File: config.mk
export PLATFORM = sky130hd
export DESIGN_NAME = bcd_serial_addsub
export DESIGN_NICKNAME = d
export VERILOG_FILES = /design/src/rtl/bcd_pkg.sv /design/src/rtl/bcd_digit_addsub.sv /design/src/rtl/bcd_serial_addsub.sv
export SDC_FILE = /design/constraint.sdc
export NUM_CORES = 1
export LEC_CHECK = 0
export CAP_MARGIN = 10
export CORE_MARGIN = 2
export CORE_UTILIZATION = 57
export CTS_BUF_LIST = sky130_fd_sc_hd__clkbuf_8
export DETAILED_ROUTE_END_ITERATION = 10
export GPL_ROUTABILITY_DRIVEN = 0
export PLACE_DENSITY = 0.86
export SKIP_CTS_REPAIR_TIMING = 1
export SKIP_LAST_GASP = 1
export SYNTH_ARGS = -nofsm -noshare
export SYNTH_HDL_FRONTEND = slang
export SYNTH_SLANG_ARGS = --single-unit
File: constraint.sdc
create_clock -name clk -period 7.43 [get_ports clk]
set_input_delay 1.486 -clock clk [delete_from_list [all_inputs] [get_ports clk]]
set_output_delay 1.486 -clock clk [all_outputs]
set_load 0.01 [all_outputs]
File: src/rtl/bcd_pkg.sv
// rtl/bcd_pkg.sv - shared BCD digit types, FSM states and nine's-complement helper
package bcd_pkg;

    localparam int BCD_DIGIT_W = 4;
    localparam int BCD_MAX     = 9;

    typedef logic [BCD_DIGIT_W-1:0] bcd_digit_t;

    typedef enum logic [1:0] {
        IDLE = 2'd0,
        RUN  = 2'd1,
        DONE = 2'd2
    } state_t;

    // Wraps mod 16 for non-BCD inputs; such digits are deliberately not corrected.
    function automatic bcd_digit_t nines_comp(input bcd_digit_t d);
        return bcd_digit_t'(bcd_digit_t'(BCD_MAX) - d);
    endfunction

endpackage

File: src/rtl/bcd_digit_addsub.sv
// rtl/bcd_digit_addsub.sv - combinational single-digit BCD add/subtract core
module bcd_digit_addsub
    import bcd_pkg::*;
(
    input  bcd_digit_t a,
    input  bcd_digit_t b,
    input  logic       cin,
    input  logic       sub,
    output bcd_digit_t d,
    output logic       cout
);

    bcd_digit_t w_b;
    logic [4:0] w_sum;

    assign w_b   = sub ? nines_comp(b) : b;
    assign w_sum = {1'b0, a} + {1'b0, w_b} + {4'b0000, cin};
    assign cout  = (w_sum > 5'(BCD_MAX));
    assign d     = cout ? bcd_digit_t'(w_sum - 5'd10) : w_sum[3:0];

endmodule

File: src/rtl/bcd_serial_addsub.sv
// rtl/bcd_serial_addsub.sv - digit-serial BCD adder/subtractor; optional BCD_CHECK_EN flags non-BCD operands
module bcd_serial_addsub
    import bcd_pkg::*;
#(
    parameter int DIGITS = 4,
    parameter int WIDTH  = BCD_DIGIT_W * DIGITS
) (
    input  logic             clk,
    input  logic             rst_n,
    input  logic             in_valid,
    output logic             in_ready,
    input  logic             op,
    input  logic [WIDTH-1:0] x,
    input  logic [WIDTH-1:0] y,
    output logic             out_valid,
    input  logic             out_ready,
    output logic [WIDTH-1:0] z,
    output logic             carry,
    output logic             err
);

    localparam int CNT_W = (DIGITS > 1) ? $clog2(DIGITS) : 1;
    localparam logic [CNT_W-1:0] LAST_IDX = CNT_W'(DIGITS - 1);

    state_t             r_state;
    state_t             w_next_state;
    logic [WIDTH-1:0]   r_x;
    logic [WIDTH-1:0]   r_y;
    logic               r_op;
    logic               r_c;
    logic [CNT_W-1:0]   r_idx;
    logic [WIDTH-1:0]   r_z;
    logic               r_carry;

    logic               w_accept;
    logic               w_last;
    bcd_digit_t         w_a;
    bcd_digit_t         w_b;
    bcd_digit_t         w_d;
    logic               w_cout;

    assign w_accept = in_valid && in_ready;
    assign w_last   = (r_idx == LAST_IDX);
    assign w_a      = r_x[{r_idx, 2'b00} +: BCD_DIGIT_W];
    assign w_b      = r_y[{r_idx, 2'b00} +: BCD_DIGIT_W];

    bcd_digit_addsub u_digit (
        .a    (w_a),
        .b    (w_b),
        .cin  (r_c),
        .sub  (r_op),
        .d    (w_d),
        .cout (w_cout)
    );

    always_ff @(posedge clk or negedge rst_n) begin
        if (!rst_n) begin
            r_state <= IDLE;
        end else begin
            r_state <= w_next_state;
        end
    end

    always_comb begin
        w_next_state = r_state;
        in_ready     = 1'b0;
        out_valid    = 1'b0;
        case (r_state)
            IDLE: begin
                // Gated by rst_n so the block never advertises readiness while held in reset.
                in_ready = rst_n;
                if (in_valid && rst_n) begin
                    w_next_state = RUN;
                end
            end
            RUN: begin
                if (w_last) begin
                    w_next_state = DONE;
                end
            end
            DONE: begin
                out_valid = 1'b1;
                if (out_ready) begin
                    w_next_state = IDLE;
                end
            end
            default: begin
                w_next_state = IDLE;
            end
        endcase
    end

    always_ff @(posedge clk or negedge rst_n) begin
        if (!rst_n) begin
            r_x     <= '0;
            r_y     <= '0;
            r_op    <= 1'b0;
            r_c     <= 1'b0;
            r_idx   <= '0;
            r_z     <= '0;
            r_carry <= 1'b0;
        end else begin
            case (r_state)
                IDLE: begin
                    if (w_accept) begin
                        r_x     <= x;
                        r_y     <= y;
                        r_op    <= op;
                        r_c     <= op;
                        r_idx   <= '0;
                        r_z     <= '0;
                        r_carry <= 1'b0;
                    end
                end
                RUN: begin
                    r_z[{r_idx, 2'b00} +: BCD_DIGIT_W] <= w_d;
                    r_c   <= w_cout;
                    r_idx <= w_last ? '0 : r_idx + 1'b1;
                    if (w_last) begin
                        // For subtract, no carry out of the top digit means a borrow.
                        r_carry <= r_op ? ~w_cout : w_cout;
                    end
                end
                default: begin
                end
            endcase
        end
    end

    assign z     = r_z;
    assign carry = r_carry;

`ifdef BCD_CHECK_EN
    logic r_err;

    function automatic logic has_non_bcd(input logic [WIDTH-1:0] v);
        for (int i = 0; i < DIGITS; i++) begin
            if (v[i*BCD_DIGIT_W +: BCD_DIGIT_W] > bcd_digit_t'(BCD_MAX)) begin
                return 1'b1;
            end
        end
        return 1'b0;
    endfunction

    always_ff @(posedge clk or negedge rst_n) begin
        if (!rst_n) begin
            r_err <= 1'b0;
        end else if (w_accept) begin
            r_err <= has_non_bcd(x) || has_non_bcd(y);
        end
    end

    assign err = r_err;
`else
    assign err = 1'b0;
`endif

endmodule

# == Word level (Yosys, flattened, before mapping) ==
# Index checks and enable logic that the tools add are counted.
# word_totals
in_bits,37
rom_bits,0
mem_count,0
register_bits,55
word_cells,55
latchBits,0
ram_bits,0
# op_classes
mul,0
n_lt_le_gt_ge,1
bitwise_logic,1
div,0
add_sub_neg,6
n_reduce_logical,8
muxes,20
eq_ne,7
n_shift,4
# ops
operator,count
$pmux W16 S2,1
$shiftx A16 B5 Y4,2
$bwmux W16,1
$mux W16,1
$shift A4 B6 Y16 const A,1
$shiftx A4 B6 Y16,1
$mux W2,5
$mux W4,2
$ne A2 B2 Y1 const B,4
$mux W1,6
$neg A4 Y6,1
$pmux W2 S3,1
$reduce_and A3 Y1,2
$add A4 B4 Y5,1
$add A5 B1 Y5,1
$gt A5 B4 Y1 const B,1
$eq A2 B2 Y1 const B,2
$pmux W1 S2,2
$pmux W2 S2,1
$reduce_and A2 Y1,2
$sub A4 B4 Y4 const A,1
$sub A4 B4 Y4 const B,1
$add A2 B1 Y2 const B,1
$eq A2 B1 Y1 const B,1
other kinds (4),5

# == Longest topological paths before layout ==
# depth
depth_word,10
depth_mapped,15
ltp_nobuf,14

# == By module ==
# A second synthesis with hierarchy kept.
# unflattened
hier_cells,267
hier_area_um2,2781.4
# by_module_without_submodules
module,cells_each,area_each_um2,seq_area_each_um2,n_inst
bcd_serial_addsub,232,2503.7,1376.3,1
bcd_digit_addsub,35,277.8,0.0,1

# == Least setup slack after synthesis ==
# OpenSTA, ideal clock, no wires.
# synth_timing
kind,reg-to-reg
from,register r_idx[0]
to,"register r_z[14], in the netlist z[14]"
n_path_buf,2
arrival_time_ns,3.583
path_stages_with_launch,16
setup_slack_ns,3.715
setup_ns,0.132
path_cell_list,dfrtp_1 -> clkbuf_1 -> buf_2 -> mux4_2 -> inv_1 -> fa_1 -> inv_1 -> fa_1 -> xor2_1 -> inv_1 -> ha_1 -> nand2_1 -> nand3b_1 -> o31a_1 -> a311oi_2 -> o21ai_1
# synth_between
elab_chain_len,10
word_cells_on_any_way,14
cone_classes,add/sub: 5; order compare: 1; shift: 4; mux: 4
# synth_rtl
item,line,text
from (decl),bcd_serial_addsub.sv:31,logic [CNT_W-1:0] r_idx;
from (signal assigned),bcd_serial_addsub.sv:118,r_idx <= w_last ? '0 : r_idx + 1'b1;
$shiftx A16 B5 Y4,bcd_serial_addsub.sv:45,"assign w_b = r_y[{r_idx, 2'b00} +: BCD_DIGIT_W];"
$sub A4 B4 Y4,bcd_pkg.sv:17,return bcd_digit_t'(bcd_digit_t'(BCD_MAX) - d);
$mux W4,bcd_digit_addsub.sv:16,assign w_b = sub ? nines_comp(b) : b;
$add A4 B4 Y5,bcd_digit_addsub.sv:17,"assign w_sum = {1'b0, a} + {1'b0, w_b} + {4'b0000, cin};"
$add A5 B1 Y5,bcd_digit_addsub.sv:17,
$sub A4 B4 Y4 or $gt A5 B4 Y1 (tied branches),"bcd_digit_addsub.sv:19, bcd_digit_addsub.sv:18",
$mux W4,bcd_digit_addsub.sv:19,assign d = cout ? bcd_digit_t'(w_sum - 5'd10) : w_sum[3:0];
$shiftx A4 B6 Y16,bcd_serial_addsub.sv:116,"r_z[{r_idx, 2'b00} +: BCD_DIGIT_W] <= w_d;"
$bwmux W16 (*),bcd_serial_addsub.sv:116,
$pmux W16 S2 (*),bcd_serial_addsub.sv:103,case (r_state)
"to (signal, indexed assignment)",bcd_serial_addsub.sv:116,
to (decl),bcd_serial_addsub.sv:32,logic [WIDTH-1:0] r_z;
# Mark *: on every way between the ends. The rest lies on a longest branch, timed or not.
# A chain may end at the register's enable or synchronous reset.

# == Worst setup path after layout ==
# layout_timing
from,input port rst_n
to,output port in_ready
# layout_between
elab_chain_len,1
# layout_rtl
item,line,text
from (decl),bcd_serial_addsub.sv:9,"input logic rst_n,"
$mux W1,bcd_serial_addsub.sv:68,case (r_state)
to (decl),bcd_serial_addsub.sv:11,"output logic in_ready,"
# Every way passes these cells.

==> flow_summary.toml <==
[outcome]
status = "completed"

[global_route]
globalRouteMet3Util_pct = 5.42
grt.overflow.total = 0
grt_pass1_vias = 2166
grt_pass1_wl_mm = 9.74
antenna_found_initial = 0
use_met2_pct = 38.6
top_usage_layer = "met2"
grt_usage_pct = 23.2
met1_usage_pct = 30.3
grt_max_degree = 60

[clocking]
htreeDepth = 2
root_buffer = "clkbuf_8"
clock_sinks = 55
clkLatencyLatePin_ns = 0.30
path_clk_slew_ns = 0.09
tritoncts = "built"
clk_path_buf_depth = 2
cts_buffers = 5

[finish]
area_growth_pct = 24.4
drive_above_1_share_pct = 6.57
n_antenna_cell = 0
fin_nets = 398
fillers = 335

[setup_path]
critPathLaunchType = "input pin"
rr_startpoint = "r_idx[0]"
arrival_ns = 2.92
end_kind = "primary output"
rr_worst_depth = 13
reg2reg_to = "z[10]"
crit_required_ns = 5.94
cp_max_fo = 59
timing.reg2reg.setup_slack_ns = 3.16
path_class = "in2out"

[floorplanning]
fp.dieW_microns = 74.1
io_pins = 57
dieArea_sq_um = 5490
core_sq_um = 4720
die_y_microns = 74.1
num_rows = 25
initial_core_util_pct = 59.3

[timing]
fin_skew_ns = 0.00439
setup_viol = 0
period_share_pct = 59.3
finalHoldViolCount = 0
fmax_mhz = 227
grt_setup_unrepaired = "no"
fin_crit_ns = 4.41
worst_pin_slew_ns = 1.18
final.setup.tns_ns = 0
slew_violations = 0
maxSlewHeadroom_pct = 21.5
hold-worst-slack_ns = 0.479

[hold_path]
worstHoldStart = "r_x[10]"
hp-class = "reg2reg"
holdPathEnd = "r_x[10]"
hold_depth = 2

[routing]
drc = 0
dr.pass1.iters = 4
wl_per_cell_microns = 13.7
viasPerCell = 5.42
drtAntennaViolNets = 0
drt-total-wl_mm = 5.70
drt_iter0_markers = 124
vias = 2261

[synthesis]
synth_nets = 348
async_flop_share_pct = 100
synth.distinct_cells = 42
yosys_register_bits = 55
ys_warn_count = 0
synth_flop_cell = "dfrtp_1"
synth_edf_count = 0
avgSynthCellArea_sq_um = 9.34
synth_area_sq_um = 2800
yosysSeqAreaShare_pct = 49.1
synth_cells = 300

[flow_run]
drv_cap = 0

[placed_design]
port_buffers = 55
place_hpwl_mm = 4.09
==> cells by family after synthesis <==
family	after synthesis	share of synthesized area [%]
buffers and inverters	32	4.69
flip-flops	55	49.1
AO/OA/AOI/OAI	41	10.4
AND/OR/NAND/NOR	149	22.9
XOR/XNOR	3	0.938
adder cells (fa/ha/maj)	11	5.45
multiplexers	8	6.43
other	1	0.134
==> flip-flops by register name, summed over array words and instances (netlist names) <==
signal and flops:
r_x 16, r_y 16, z 16, r_idx 2
r_state 2, carry 1, r_c 1, r_op 1
==> area by class of cell <==
cell class / instances / area [sq um] / area share [%]
clock buffers: 5 / 68.8 / 1.97
clock inverters: 2 / 33.8 / 0.969
inverters: 18 / 67.6 / 1.94
multi-input cells: 213 / 1290 / 37.1
flip-flops and latches: 55 / 1380 / 39.5
well taps: 67 / 83.8 / 2.41
repair buffers: 57 / 561 / 16.1
==> worst max-delay path, cell delays in order <==
cell	delay, ns
buf_2	0.08
buf_4	0.54
and2_1	0.23
clkdlybuf4s50_1	0.55
==> how the worst max path moves through the flow <==
stage | end | start | depth (start not counted) | slack, ns
finish | in_ready | rst_n | 4 | 3.02
global route | z[10] | r_idx[0] | 13 | 2.80
CTS | in_ready | rst_n | 4 | 3.01
detailed placement | in_ready | rst_n | 4 | 3.02
global placement | in_ready | rst_n | 4 | 3.04
floorplan | z[14] | r_idx[0] | 15 | 3.72
==> stage by stage <==
stage | worst slack [ns] | std cells | instance area [sq um] | utilization, %
floorplan | 3.72 | 300 | 2800 | -
global placement | 3.04 | 410 | 3380 | 71.6
detailed placement | 3.02 | 410 | 3380 | 71.6
CTS | 3.01 | 417 | 3480 | 73.8
global route | 2.80 | 417 | 3480 | 73.8
finish | 3.02 | 417 | 3480 | 73.8
==> layer usage <==
| metal | part of all wire [%] | vias to the layer above |
|---|---|---|
| met5 | 0 | - |
| met4 | 1.3 | 0 |
| met3 | 5.4 | 10 |
| met2 | 50 | 81 |
| met1 | 43 | 1073 |
| li1 | - | 1097 |
==> cell usage after synthesis (3+ instances only) <==
cell	instances	area, sq um
mux4_2	8	180
nand2_1	118	443
ha_1	9	113
o21ai_1	4	20.0
nand3b_1	4	30.0
nand3_1	6	30.0
inv_1	18	67.6
clkbuf_1	7	26.3
o31ai_1	5	37.5
dfrtp_1	55	1380
o21ai_0	7	35.0
nor2b_1	3	18.8
a21oi_1	5	25.0
o22ai_1	7	43.8
nor2_1	4	15.0
buf_2	5	25.0
==> layout by cell type (no fill, tap or decap), types with 2 or more instances in the layout <==
cell type        netlist  routed
o21a_1                 2       2
o32ai_1                2       2
nand3b_1               4       4
xnor2_1                2       2
nand2_1              118     118
inv_1                 18      19
nor2b_1                3       3
nor4_1                 2       2
a21o_1                 2       2
fa_1                   2       2
nand3_1                6       6
buf_4                  1       2
a21oi_1                5       5
nor3_1                 2       2
mux4_2                 8       8
clkbuf_8               0       5
o31ai_1                5       5
and2_1                 2       2
o21ai_0                7       7
o22ai_1                7       7
clkdlybuf4s50_1        0      54
nor2_1                 4       4
o21ai_1                4       4
dfrtp_1               55      55
nand2b_1               2       2
ha_1                   9       9
Power is not shown: default switching activity piles up to over one toggle a cycle in this logic, so the estimate is an artifact.
